File: config.mk
export PLATFORM = sky130hd
export DESIGN_NAME = packet_arbiter_flat
export DESIGN_NICKNAME = d
export VERILOG_FILES = /design/src/rtl/packet_arbiter_if.sv /design/src/rtl/packet_arbiter.sv /design/src/flat_wrapper.sv
export SDC_FILE = /design/constraint.sdc
export NUM_CORES = 1
export LEC_CHECK = 0
export CAP_MARGIN = 5
export CORE_ASPECT_RATIO = 1.75
export CORE_MARGIN = 2
export CORE_UTILIZATION = 33
export DETAILED_ROUTE_END_ITERATION = 6
export PLACE_DENSITY = 0.8
export SETUP_SLACK_MARGIN = 0.4
export SLEW_MARGIN = 20
export SYNTH_ARGS = -nofsm -noshare
export SYNTH_HDL_FRONTEND = slang
export SYNTH_SLANG_ARGS = --single-unit
File: constraint.sdc
create_clock -name clk -period 2.8 [get_ports clk]
set_clock_uncertainty 0.15 [all_clocks]
set_input_delay 0.84 -clock clk [delete_from_list [all_inputs] [get_ports clk]]
set_output_delay 0.84 -clock clk [all_outputs]
set_load 0.01 [all_outputs]
File: src/rtl/packet_arbiter_if.sv
// Handshake bundle between N valid/ready sources, the merging arbiter and
// its single downstream consumer. The slave modport is the arbiter's view;
// the master modport is the view of whatever drives the sources and the sink.
interface packet_arbiter_if #(
    parameter int p_nbits   = 32,
    parameter int p_ninputs = 4
);
    localparam int S = $clog2(p_ninputs);
    localparam int W = p_nbits - S;

    logic [p_ninputs-1:0]   valid_in;
    logic [p_ninputs*W-1:0] message_in;
    logic [p_ninputs-1:0]   ready_out;
    logic                   valid_out;
    logic [p_nbits-1:0]     message_out;
    logic                   ready_in;

    modport slave (
        input  valid_in,
        input  message_in,
        input  ready_in,
        output ready_out,
        output valid_out,
        output message_out
    );

    modport master (
        output valid_in,
        output message_in,
        output ready_in,
        input  ready_out,
        input  valid_out,
        input  message_out
    );
endinterface

File: src/rtl/packet_arbiter.sv
// N-to-1 round-robin merge. The winning source index is prepended as a
// header in the top S bits so a downstream router can steer replies back.
// One output register stage; capture and drain may happen in the same cycle.
module packet_arbiter #(
    parameter int p_nbits   = 32,
    parameter int p_ninputs = 4
) (
    input  logic                 clk,
    input  logic                 reset,   // asynchronous, active low
    packet_arbiter_if.slave      bus
);
    localparam int S = $clog2(p_ninputs);
    localparam int W = p_nbits - S;

    logic               valid_out_q;
    logic               valid_out_d;
    logic [p_nbits-1:0] message_out_q;
    logic [p_nbits-1:0] message_out_d;
    logic [S-1:0]       ptr_q;
    logic [S-1:0]       ptr_d;

    logic                 load_s;
    logic                 any_valid_s;
    logic [S-1:0]         win_idx_s;
    logic [p_ninputs-1:0] grant_s;
    logic [p_ninputs-1:0] ready_out_s;
    logic [W-1:0]         payload_s;

    // Stage may accept when it is empty or its content leaves this cycle.
    always_comb begin
        load_s = !valid_out_q || bus.ready_in;
    end

    // Round-robin search: first valid source starting at ptr, wrapping.
    always_comb begin
        logic [S-1:0] idx_v;
        idx_v       = '0;
        any_valid_s = 1'b0;
        win_idx_s   = '0;
        for (int k = 0; k < p_ninputs; k++) begin
            idx_v = ptr_q + S'(k);
            if (!any_valid_s && bus.valid_in[idx_v]) begin
                any_valid_s = 1'b1;
                win_idx_s   = idx_v;
            end else begin
                any_valid_s = any_valid_s;
            end
        end
    end

    // One-hot grant for the winner, none when nothing is valid.
    always_comb begin
        grant_s = '0;
        if (any_valid_s) begin
            grant_s[win_idx_s] = 1'b1;
        end else begin
            grant_s = '0;
        end
    end

    // Sources only see ready when the stage can load; held low in reset.
    always_comb begin
        ready_out_s = '0;
        if (reset && load_s) begin
            ready_out_s = grant_s;
        end else begin
            ready_out_s = '0;
        end
    end

    // Payload of the winning source.
    always_comb begin
        payload_s = bus.message_in[int'(win_idx_s) * W +: W];
    end

    // Next state of the output stage and the rotation pointer.
    always_comb begin
        valid_out_d   = valid_out_q;
        message_out_d = message_out_q;
        ptr_d         = ptr_q;
        if (load_s) begin
            if (any_valid_s) begin
                valid_out_d   = 1'b1;
                message_out_d = {win_idx_s, payload_s};
                ptr_d         = win_idx_s + S'(1);
            end else begin
                valid_out_d   = 1'b0;
            end
        end else begin
            valid_out_d = valid_out_q;
        end
    end

    // State registers; reset drops any in-flight output immediately.
    always_ff @(posedge clk or negedge reset) begin
        if (!reset) begin
            valid_out_q   <= 1'b0;
            message_out_q <= '0;
            ptr_q         <= '0;
        end else begin
            valid_out_q   <= valid_out_d;
            message_out_q <= message_out_d;
            ptr_q         <= ptr_d;
        end
    end

    assign bus.ready_out   = ready_out_s;
    assign bus.valid_out   = valid_out_q;
    assign bus.message_out = message_out_q;
endmodule

File: src/flat_wrapper.sv
// flat-port wrapper written by rule: the top's interface ports become plain ports
module packet_arbiter_flat 
#(
    parameter int p_nbits   = 32,
    parameter int p_ninputs = 4
)
  (clk, reset, bus_valid_in, bus_message_in, bus_ready_in, bus_ready_out, bus_valid_out, bus_message_out);
  packet_arbiter_if #(.p_nbits(p_nbits), .p_ninputs(p_ninputs)) bus_i ();
  input  logic clk;
  input  logic reset;
  input wire logic [$bits(bus_i.valid_in)-1:0] bus_valid_in;
  input wire logic [$bits(bus_i.message_in)-1:0] bus_message_in;
  input wire logic [$bits(bus_i.ready_in)-1:0] bus_ready_in;
  output wire logic [$bits(bus_i.ready_out)-1:0] bus_ready_out;
  output wire logic [$bits(bus_i.valid_out)-1:0] bus_valid_out;
  output wire logic [$bits(bus_i.message_out)-1:0] bus_message_out;
  assign bus_i.valid_in = bus_valid_in;
  assign bus_i.message_in = bus_message_in;
  assign bus_i.ready_in = bus_ready_in;
  assign bus_ready_out = bus_i.ready_out;
  assign bus_valid_out = bus_i.valid_out;
  assign bus_message_out = bus_i.message_out;
  packet_arbiter #(.p_nbits(p_nbits), .p_ninputs(p_ninputs)) u_core (.clk(clk), .reset(reset), .bus(bus_i));
endmodule
# Yosys cells after proc, flatten, opt, wreduce, memory -nomap -nowiden
# Index checks and enable logic that the tools add are counted.
[op_classes]
addsub = 4
multipliers = 1
magnitude_cmp = 6
n_shift = 1
n_mux = 21
reduce_logical = 11
[ops]
columns = ["op", "count"]
rows = [
  ["variable part select 120 x 32 -> 30 bit", 1],
  ["< comparator 2 x 3 -> 1 bit, second input constant", 5],
  ["2-to-1 mux 1 bit", 10],
  ["binary-select mux 1 bit (select 2 bit)", 4],
  ["2-to-1 mux 2 bit", 4],
  ["2-to-1 mux 4 bit", 2],
  ["multiplier 2 x 4 -> 6 bit, second input constant", 1],
  ["logical AND 1 bit", 5],
  ["adder 2 x 1 -> 2 bit, second input constant", 2],
  ["adder 2 bit, second input constant", 2],
  ["zero test 1 bit", 4],
  ["demux 1 bit (select 2 bit)", 1],
  [">= comparator 2 x 1 -> 1 bit, second input constant", 1],
  ["AND reduction 2 bit", 1],
  ["logical OR 1 bit", 1],
]
[word_totals]
register_bits = 35
input_bits = 127
output_inout_bits = 37
word_cells = 47

# Depth between registers and ports, before layout
# Gate-level depths: netlist of the first run.
[depth]
depth_word = 18
ltp_mapped = 7
mapped_depth_nobuf = 5

# Worst setup path before layout of the first run
# No wires, ideal clock.
[synth_timing]
kind = "input -> output"
start = "input bus_valid_in[2]"
end = "output bus_ready_out[0]"
t_arrival_ns = 1.926
required_ns = 1.810
path_slack_ns = -0.116
path_stages = 6
n_path_buf = 2
path_cell_list = "buf_6 nor2b_1 a211oi_1 nor2_2 buf_2 nor3_1"
[synth_between]
elab_chain_cells = 18
word_cells_on_any_way = 29
classes_between = "order compare: 2; mux: 20; reduce/logical: 7"
[synth_lines]
columns = ["element", "line", "text"]
rows = [
  ["from (decl)", "flat_wrapper.sv:11", "input wire logic [$bits(bus_i.valid_in)-1:0] bus_valid_in;"],
  ["binary-select mux 1 bit (select 2 bit)", "packet_arbiter.sv:42", "if (!any_valid_s && bus.valid_in[idx_v]) begin"],
  ["2-to-1 mux 1 bit (implied by the code)", "packet_arbiter.sv:42", ""],
  ["2-to-1 mux 1 bit", "packet_arbiter.sv:42", ""],
  ["zero test 1 bit", "packet_arbiter.sv:42", ""],
  ["logical AND 1 bit", "packet_arbiter.sv:42", ""],
  ["2-to-1 mux 1 bit", "packet_arbiter.sv:42", ""],
  ["zero test 1 bit", "packet_arbiter.sv:42", ""],
  ["logical AND 1 bit", "packet_arbiter.sv:42", ""],
  ["(+2 left out)", "--", ""],
  ["logical AND 1 bit", "packet_arbiter.sv:42", ""],
  ["2-to-1 mux 2 bit", "packet_arbiter.sv:42", ""],
  ["< comparator 2 x 3 -> 1 bit (implied by the code) or >= comparator 2 x 1 -> 1 bit (tied branches)", "packet_arbiter.sv:55", "grant_s[win_idx_s] = 1'b1;"],
  ["logical AND 1 bit (implied by the code)", "packet_arbiter.sv:55", ""],
  ["2-to-1 mux 1 bit (implied by the code)", "packet_arbiter.sv:55", ""],
  ["demux 1 bit (select 2 bit)", "--", ""],
  ["2-to-1 mux 4 bit *", "packet_arbiter.sv:54", "if (any_valid_s) begin"],
  ["2-to-1 mux 4 bit *", "packet_arbiter.sv:64", "if (reset && load_s) begin"],
  ["to (decl)", "flat_wrapper.sv:14", "output wire logic [$bits(bus_i.ready_out)-1:0] bus_ready_out;"],
]
# Every way passes the cells marked *; elsewhere a longest branch is shown, timed or not. The select of a mux whose other input is x is not followed.

# Worst setup path in the final report of the first run
[layout_timing]
start = "input bus_valid_in[3]"
end = "output bus_ready_out[0]"
# Same word-level chain as after synthesis.

==> reports/metrics.yaml, run 1 <==
rsz0062_at_grt: "true"
hpwl_um: 6950
core_um2: 7460
intPower_mw: 1.89
holdCritPathClass: "register to register"
cp_common_cell: "buf_2"
netlist_instances: 279
grt_remaining_overflow: 0
die_w_um: 69.8
switching_share_pct: 36.9
critPathRequiredTime_ns: 1.81
combPwrFrac_pct: 55.8
die_h_um: 119
drt-met1-wl_um: 3720
final_max_slew_viol_count: 0
synth-main-ff-cell: "dfrtp_1"
antennaDiodeCount: 0
cts_tree: "done"
clock_sinks: 35
dr.first_iter.drc_count: 138
seqPwrFrac_pct: 26.6
antenna_found_initial: 0
max_stage_delay_ns: 0.56
violations: "negative setup slack"
worstPathArrival_ns: 1.91
start_kind: "input pin"
cp-end-kind: "output port"
clk_latency_ns: 0.27
cts_buffer_depth: 2
finalCritPeriodShare_pct: 104
maxCapViolCount: 0
layout_min_cycle_time_ns: 2.90
synth_edf_count: 0
yosys-top-cells-area: "dfrtp_1 (35%), mux2i_1 (12%), a221oi_1 (7.7%)"
power_density_nw_per_um2: 633
critical_path.cell_chain: "buf_2, nor2_2, or4b_4, nand2_4, nor3_2, buf_2"
synth_area_um2: 2500
htreeDepth: 2
p_clk_share_pct: 17.6
grt_pass1_vias: 3227
worst-path-buf-inv: 2
dr_wl_met2_um: 5620
cts-root-buf: "clkbuf_16"
place_area_um2: 4290
placed_cells: 525
met3RoutedLength_um: 694
rows: 42
worst_pin_slew_ns: 0.665
cpMaxStageDelayCell: "or4b_4"
final-hold-violation-count: 0
numCtsBuffers: 5
portBuffers: 163
cp-startpoint: "bus_valid_in[3]"
grt_pass1_wl_um: 15900
area_delta_synth_final_pct: 89.2
drive_gt1_share_pct: 19.7
crit_family: "simple AND/OR/NAND/NOR gates"
synth_top_area_share_pct: 35.1
post-place-ws_ns: -0.899
hold_buffers: 0
clk_pin_slew_ns: 0.05
drc_errors: 0
routabilityCongestion: 0.920
setup_slack_ns: -0.100
post_drt_wl_per_cell_um: 18.6
gr-usage-all-layers_pct: 23.9
crit_type: "input pin to output port"
start_util_pct: 33.5
die-area_um2: 8310
max_freq_mhz: 345
fin_cells: 551
synthArstFlopShare_pct: 100
routed_wl_um: 10200
rr_startpoint: "u_core.ptr_q[1]"
p_switching_mw: 1.10
vias: 3077
slew_headroom_pct: 55.4
syn-num-nets: 406
stdcell_area_um2: 4720
fin_hold_ws_ns: 0.329
avgSynthCellArea_um2: 8.95
hold_path_startpoint: "u_core.bus.message_out[30]"
ys_warn_count: 0
status: "finished, violations left"
finalSetupViolCount: 4
grt_max_degree: 69
vias_per_cell: 5.58
nets: 589
ys_seq_elements: 35
ant_nets: 0
routed.top_layer: "met4"
ios: 164
leakagePower_nw: 1.85
synth_top_cell_by_area: "dfrtp_1"
critPathMaxFanout: 4
drtPass1Iterations: 4
ys_types: 40
max-vdd-ir-drop_uv: 503
ys_seq_area_share_pct: 35.1
[cell type report]
| class | instances | area [µm²] |
|---|---|---|
| Clock inverter | 1 | 5.00 |
| Timing Repair Buffer | 200 | 1940 |
| Inverter | 3 | 11.3 |
| Multi-Input combinational cell | 217 | 1650 |
| Fill cell | 649 | 2740 |
| Sequential cell | 35 | 876 |
| Clock buffer | 7 | 133 |
| Tap cell | 88 | 110 |
[through the flow]
stage	util (%)	TNS, ns	power (mW)
2_1_floorplan	-	-0.104	1.56
3_3_place_gp	57.5	-17.18	2.24
3_5_place_dp	57.5	-17.65	2.28
4_1_cts	61.9	-0.0892	2.93
5_1_grt	63.3	-0.326	3.17
6_report	63.3	-0.173	2.99
[layout by cell type, fill, tap and decap left out, types with 3 or more instances in the layout]
cell	count
o21ai_2	8
nand2_1	8
buf_6	8
clkdlybuf4s50_1	153
o211ai_1	8
o21ai_1	18
buf_2	6
clkbuf_16	5
mux2i_1	30
nand3_1	5
o21ai_0	22
nor3_2	4
a221oi_1	22
buf_4	28
o22ai_1	22
dfrtp_1	35
nor2_4	4
o2111ai_1	7
buf_8	3
nor2_1	25
[cell usage after synthesis, drive strengths merged, types with 4 or more instances]
cell and n:
a21oi 4, a221oi 23, buf 19, clkbuf 8, dfrtp 35, mux2i 30, nand2 10, nand3 7
nor2 29, nor3 4, o2111ai 7, o211ai 8, o21ai 49, o22ai 22
[routing by layer]
metal	up-vias	GRT usage [%]
met5	-	0
met1	1442	26.1
met3	18	4.23
li1	1465	-
met2	152	45.0
met4	0	8.65
[worst reg2reg max path: cells and delay by family, from the launching register on]
family	cells	cell delay [ns]
flip-flops	1	0.43
AO/OA/AOI/OAI	4	0.47
AND/OR/NAND/NOR	1	0.09
buffers and inverters	9	1.21
[timing repair]
action | 4_1_cts | 5_1_grt
pin swaps | 8 | 8
setup endpoints to repair | 36 | 34
resized for setup | 66 | 13
buffers inserted | 12 | 3
gates cloned | 1 | 2
[cells by family after synthesis]
| kind of cell | after synthesis | share of synthesized area [%] |
|---|---|---|
| AOI/OAI and AO/OA | 122 | 33.8 |
| buffers and inverters | 30 | 7.01 |
| DFF | 35 | 35.1 |
| muxes | 30 | 12.0 |
| and+or+nand+nor | 62 | 12.1 |
[path summary, 6_finish.rpt]
check / endpoint / slack, ns / cells past startpoint
max reg2reg: u_core.bus.message_out[16] / 0.35 / 14
min in group asynchronous: u_core.bus.message_out[29] / 0.52 / 2
min reg2reg: u_core.bus.message_out[30] / 0.33 / 2
max in group asynchronous: u_core.bus.message_out[9] / 1.66 / 2
max: bus_ready_out[0] / -0.10 / 6
min: u_core.bus.message_out[30] / 0.33 / 2
[state kept, by name, indices dropped and copies added, names as in the netlist]
signal                  flops
u_core.bus.message_out     32
u_core.bus.valid_out        1
u_core.ptr_q                2
[power groups by stage]
stage	sequential (mW)	clock [mW]	combinational, mW
6_report	0.794	0.527	1.67
4_1_cts	0.794	0.540	1.60
3_3_place_gp	0.788	0	1.45
3_5_place_dp	0.798	0	1.48
2_1_floorplan	0.854	0	0.709
5_1_grt	0.822	0.558	1.79
(Power assumes the default switching activity.)
==> run 2: changes to the inputs <==
--- a/config.mk
+++ b/config.mk
@@ -12,6 +12,7 @@
 export DETAILED_ROUTE_END_ITERATION = 6
 export PLACE_DENSITY = 0.8
 export SETUP_SLACK_MARGIN = 0.4
+export SKIP_CTS_REPAIR_TIMING = 1
 export SLEW_MARGIN = 20
 export SYNTH_ARGS = -nofsm -noshare
 export SYNTH_HDL_FRONTEND = slang
==> run 2 against run 1 <==
  * The flow still finishes with violations (negative setup slack)
  * Sequential cell count did not move
  * Total power increased by 0.94%
  * Critical path depth did not move
  * Combinational power about the same
  * Sequential share of layout area fell by 0.24 points
  * Fmax up 0.70%
  * Non-clock buffer count decreased by 8
  * Routed wire length down 0.57%
  * First-iteration DRC count grew 14%
  * Die area unchanged
==> reports/metrics.yaml, run 2 (synthesis results as in run 1) <==
status: "finished, violations left"
critPathRequiredTime_ns: 1.81  # about the same
final_common_cell: "clkdlybuf4s50_1"
use_met3_pct: 3.81  # -0.42 points
final_cell_mix: "clkdlybuf4s50_1 (153), dfrtp_1 (35), mux2i_1 (30), o21ai_0 (29), nor2_1 (25)"
power_density_nw_per_um2: 631  # -0.38%
routed_wl_um: 10200  # -0.57%
die_w_um: 69.8  # unchanged
ios: 164  # unchanged
htreeDepth: 2  # unchanged
ant_nets: 0  # unchanged
p_total_mw: 3.02  # +0.94%
max_freq_mhz: 347  # +0.70%
area_delta_synth_final_pct: 91.7
layout_min_cycle_time_ns: 2.88  # -0.0201 ns
rsz0062_at_grt: "true"
die_h_um: 119  # unchanged
cts_tree: "done"
finalSetupViolCount: 1  # -3
grt_pass1_wl_um: 14800  # -6.7%
rows: 42  # unchanged
slew_headroom_pct: 52.5  # -2.8 points
grt_pass1_vias: 3074  # -4.7%
nets: 581  # -1.4%
placed_cells: 525  # unchanged
top_usage_layer: "met2"
drc_errors: 0  # unchanged
numCtsBuffers: 5  # unchanged
grt_remaining_overflow: 0  # unchanged
dr.first_iter.drc_count: 157  # +14%
post_drt_wl_per_cell_um: 18.7  # +0.90%
crit_type: "input pin to output port"
portBuffers: 163  # unchanged
grt_max_degree: 69  # unchanged
start_kind: "input pin"
leakagePower_nw: 1.86  # +1.0%
hpwl_um: 6950  # unchanged
start_util_pct: 33.5  # unchanged
max-vdd-ir-drop_uv: 574  # +14%
critPathMaxFanout: 4  # unchanged
fin_setup_tns_ns: -0.0803  # +0.0929 ns
cts_buffer_depth: 2  # unchanged
holdCritPathClass: "register to register"
drive_gt1_share_pct: 20.7  # +1.0 points
finalCritPeriodShare_pct: 103  # -0.72 points
cp-end-kind: "output port"
setup_slack_ns: -0.0803  # +0.0201 ns
fin_cells: 543  # -1.5%
antennaDiodeCount: 0  # unchanged
post-place-ws_ns: -0.899  # unchanged
use_met1_pct: 24.4  # -1.7 points
final-hold-violation-count: 0  # unchanged
routabilityCongestion: 0.920  # unchanged
maxCapViolCount: 0  # unchanged
largest_register_ffs: 32  # unchanged
use_met2_pct: 42.0  # -3.0 points
violations: "negative setup slack"
drtPass1Iterations: 5  # +1
vias: 3038  # -1.3%
cts-root-buf: "clkbuf_16"
final_max_slew_viol_count: 0  # unchanged
gr-usage-all-layers_pct: 22.0  # -1.9 points
clock_sinks: 35  # unchanged
worstPathArrival_ns: 1.89  # -0.02 ns
antenna_found_initial: 0  # unchanged
die-area_um2: 8310  # unchanged
clk_latency_ns: 0.27  # about the same
clk_pin_slew_ns: 0.05  # about the same
vias_per_cell: 5.59  # +0.19%
core_um2: 7460  # unchanged
worst_pin_slew_ns: 0.712  # +0.0466 ns
-- run 2: per-stage QoR --
stage	utilization [%]	cell area [µm²]	hold slack [ns]
2_1_floorplan	-	2520	0.361
3_3_place_gp	57.5	4290	0.310
3_5_place_dp	57.5	4290	0.322
4_1_cts	59.4	4430	0.334
5_1_grt	64.2	4790	0.362
6_report	64.2	4790	0.329
-- run 2: layout make-up --
type / count / area [µm²]
fillers: 634 / 2680
clock buffers: 7 / 133
repair buffers: 192 / 1900
flip-flops and latches: 35 / 876
well taps: 88 / 110
inverters: 3 / 11.3
multi-input cells: 217 / 1760
clock inverters: 1 / 5.00
-- run 2: final timing paths --
kind	slack [ns]	endpoint	start	depth (start not counted)
min	0.33	u_core.bus.message_out[30]	u_core.bus.message_out[30]	2
max in group asynchronous	1.65	u_core.bus.message_out[9]	reset	2
min reg2reg	0.33	u_core.bus.message_out[30]	u_core.bus.message_out[30]	2
max reg2reg	0.44	u_core.bus.message_out[6]	u_core.ptr_q[0]	8
max	-0.08	bus_ready_out[0]	bus_valid_in[2]	6
min in group asynchronous	0.52	u_core.bus.message_out[0]	reset	2
-- run 2: worst max-delay path: stages --
cell	delay (ns)
buf_8	0.10
and2b_4	0.15
or4b_4	0.53
nand2_4	0.10
nor3_4	0.04
buf_6	0.12
-- run 2: metal layers --
layer	share of wire, %	vias up
met5	0	-
met4	1.7	0
met3	6.0	17
met2	55	141
met1	37	1438
li1	-	1442
-- run 2: power breakdown --
group / switching (mW) / internal (mW) / total (mW)
combinational: 0.806 / 0.896 / 1.70
clock: 0.197 / 0.329 / 0.526
sequential: 0.127 / 0.666 / 0.793
==> run 3: changes to the inputs <==
--- a/config.mk
+++ b/config.mk
@@ -9,7 +9,9 @@
 export CORE_ASPECT_RATIO = 1.75
 export CORE_MARGIN = 2
 export CORE_UTILIZATION = 33
+export CTS_CLUSTER_SIZE = 14
 export DETAILED_ROUTE_END_ITERATION = 6
+export MAX_ROUTING_LAYER = met4
 export PLACE_DENSITY = 0.8
 export SETUP_SLACK_MARGIN = 0.4
 export SKIP_CTS_REPAIR_TIMING = 1
==> run 3 against run 2 <==
  * The flow still finishes with violations (negative setup slack)
  * Utilization down 2.5 points
  * Sequential power about the same
  * Worst setup slack got worse by 0.036 ns
  * Register-to-register slack improved by 0.16 ns
  * Sequential share of layout area is 0.75 points higher
  * Global-route usage rose by 0.31 points
  * Non-clock buffer count shrank 1
==> reports/metrics.yaml, run 3 (synthesis results as in run 1) <==
cts_tree: "done"
fin_setup_tns_ns: -0.133  # -0.0523 ns
ios: 164  # unchanged
power_density_nw_per_um2: 640  # +1.5%
cp-end-kind: "output port"
reg2reg_depth: 7  # -1
cpMaxStageDelayCell: "or4b_4"
critical_path.cell_chain: "buf_8, and2b_4, or4b_4, nand2_4, nor3_4, buf_2"
antenna_found_initial: 0  # unchanged
drive_gt1_share_pct: 17.0  # -3.7 points
r2r_end: "u_core.bus.message_out[10]"
hold_end: "u_core.bus.message_out[31]"
clk_pin_slew_ns: 0.05  # about the same
grt_pass1_wl_um: 14900  # +0.56%
die_w_um: 69.8  # unchanged
worst_pin_slew_ns: 0.718  # +0.00564 ns
maxCapViolCount: 0  # unchanged
grt_pass1_vias: 3036  # -1.2%
finalSetupViolCount: 2  # +1
vias_per_cell: 5.53  # -1.1%
rows: 42  # unchanged
cts_buffer_depth: 2  # unchanged
final_max_slew_viol_count: 0  # unchanged
violations: "negative setup slack"
routed_wl_um: 9700  # -4.7%
largest_register_ffs: 32  # unchanged
hold_path_startpoint: "u_core.bus.message_out[31]"
vias: 2994  # -1.4%
max_freq_mhz: 343  # -1.2%
layout_min_cycle_time_ns: 2.92  # +0.0363 ns
max_stage_delay_ns: 0.54  # about the same
die-area_um2: 8310  # unchanged
die_h_um: 119  # unchanged
portBuffers: 163  # unchanged
setup_slack_ns: -0.117  # -0.0363 ns
core_um2: 7460  # unchanged
critPathMaxFanout: 4  # unchanged
rsz0062_at_grt: "true"
grt_remaining_overflow: 0  # unchanged
status: "finished, violations left"
gr-usage-all-layers_pct: 22.3  # +0.31 points
final_common_cell: "clkdlybuf4s50_1"
cts-root-buf: "clkbuf_16"
final-hold-violation-count: 0  # unchanged
hpwl_um: 6860  # -1.2%
htreeDepth: 2  # unchanged
slew_headroom_pct: 52.2  # -0.38 points
routabilityCongestion: 0.931  # +1.2%
clk_latency_ns: 0.28  # about the same
clock_sinks: 35  # unchanged
crit_type: "input pin to output port"
hold-path-cell-count: 2  # unchanged
critPathRequiredTime_ns: 1.81  # about the same
antennaDiodeCount: 0  # unchanged
finalCritPeriodShare_pct: 104  # +1.3 points
ant_nets: 0  # unchanged
fin_cells: 541  # -0.37%
p_total_mw: 2.95  # -2.5%
leakagePower_nw: 1.79  # -3.8%
grt_max_degree: 69  # unchanged
worstPathArrival_ns: 1.93  # +0.04 ns
final_cell_mix: "clkdlybuf4s50_1 (153), dfrtp_1 (35), mux2i_1 (30), o21ai_0 (29), nor2_1 (25)"
area_delta_synth_final_pct: 84.2
holdCritPathClass: "register to register"
start_util_pct: 33.5  # unchanged
dr.first_iter.drc_count: 175  # +11%
drtPass1Iterations: 4  # -1
max-vdd-ir-drop_uv: 394  # -31%
rr_startpoint: "u_core.ptr_q[0]"
nets: 579  # -0.34%
fillers: 654  # +3.2%
ff2ff_setup_slack_ns: 0.60  # +0.16 ns
post_drt_wl_per_cell_um: 17.9  # -4.3%
fin_hold_ws_ns: 0.333  # +0.00374 ns
start_kind: "input pin"
drc_errors: 0  # unchanged
numCtsBuffers: 5  # unchanged
placed_cells: 527  # +0.38%
==> run 3: final cells by class <==
class	count	area [µm²]	area share, %
clock buffer	8	156	3.40
inverter	3	11.3	0.245
multi-input combinational	216	1600	34.8
sequential	35	876	19.0
tap	88	110	2.39
timing repair buffer	191	1850	40.1
==> run 3: report_power, final <==
part / total, mW / switching [mW] / internal, mW
logic: 1.57 / 0.739 / 0.832
registers: 0.792 / 0.126 / 0.666
clock network: 0.582 / 0.203 / 0.379
total: 2.95 / 1.07 / 1.88
==> run 3: metal layers <==
layer  part of all wire, %  wire length [µm]  GRT usage, %
met1                    38              3730          25.1
met2                    55              5330          41.4
met5                     0                 0             -
met3                   5.4               523          3.38
met4                   1.2               116          4.33
==> run 3: how the worst max path moves through the flow <==
stage	startpoint	endpoint	slack [ns]	depth (start not counted)
floorplan	bus_valid_in[2]	bus_ready_out[0]	-0.07	6
global placement	bus_valid_in[3]	bus_ready_out[0]	-0.89	7
detailed placement	bus_valid_in[3]	bus_ready_out[0]	-0.90	7
CTS	bus_valid_in[3]	bus_ready_out[0]	-0.90	7
global route	bus_valid_in[2]	bus_ready_out[0]	-0.15	6
finish	bus_valid_in[2]	bus_ready_out[0]	-0.12	6
==> run 3: per-stage QoR <==
stage	setup slack [ns]	cell area [µm²]	util [%]
2_1_floorplan	-0.0660	2520	-
3_3_place_gp	-0.890	4310	57.7
3_5_place_dp	-0.898	4310	57.7
4_1_cts	-0.902	4460	59.8
5_1_grt	-0.148	4600	61.6
6_report	-0.117	4600	61.6
==> run 3: critical path, delay by kind of cell <==
kind / cells / cell delay [ns]
buf+inv: 2 / 0.23
simple gates: 4 / 0.84
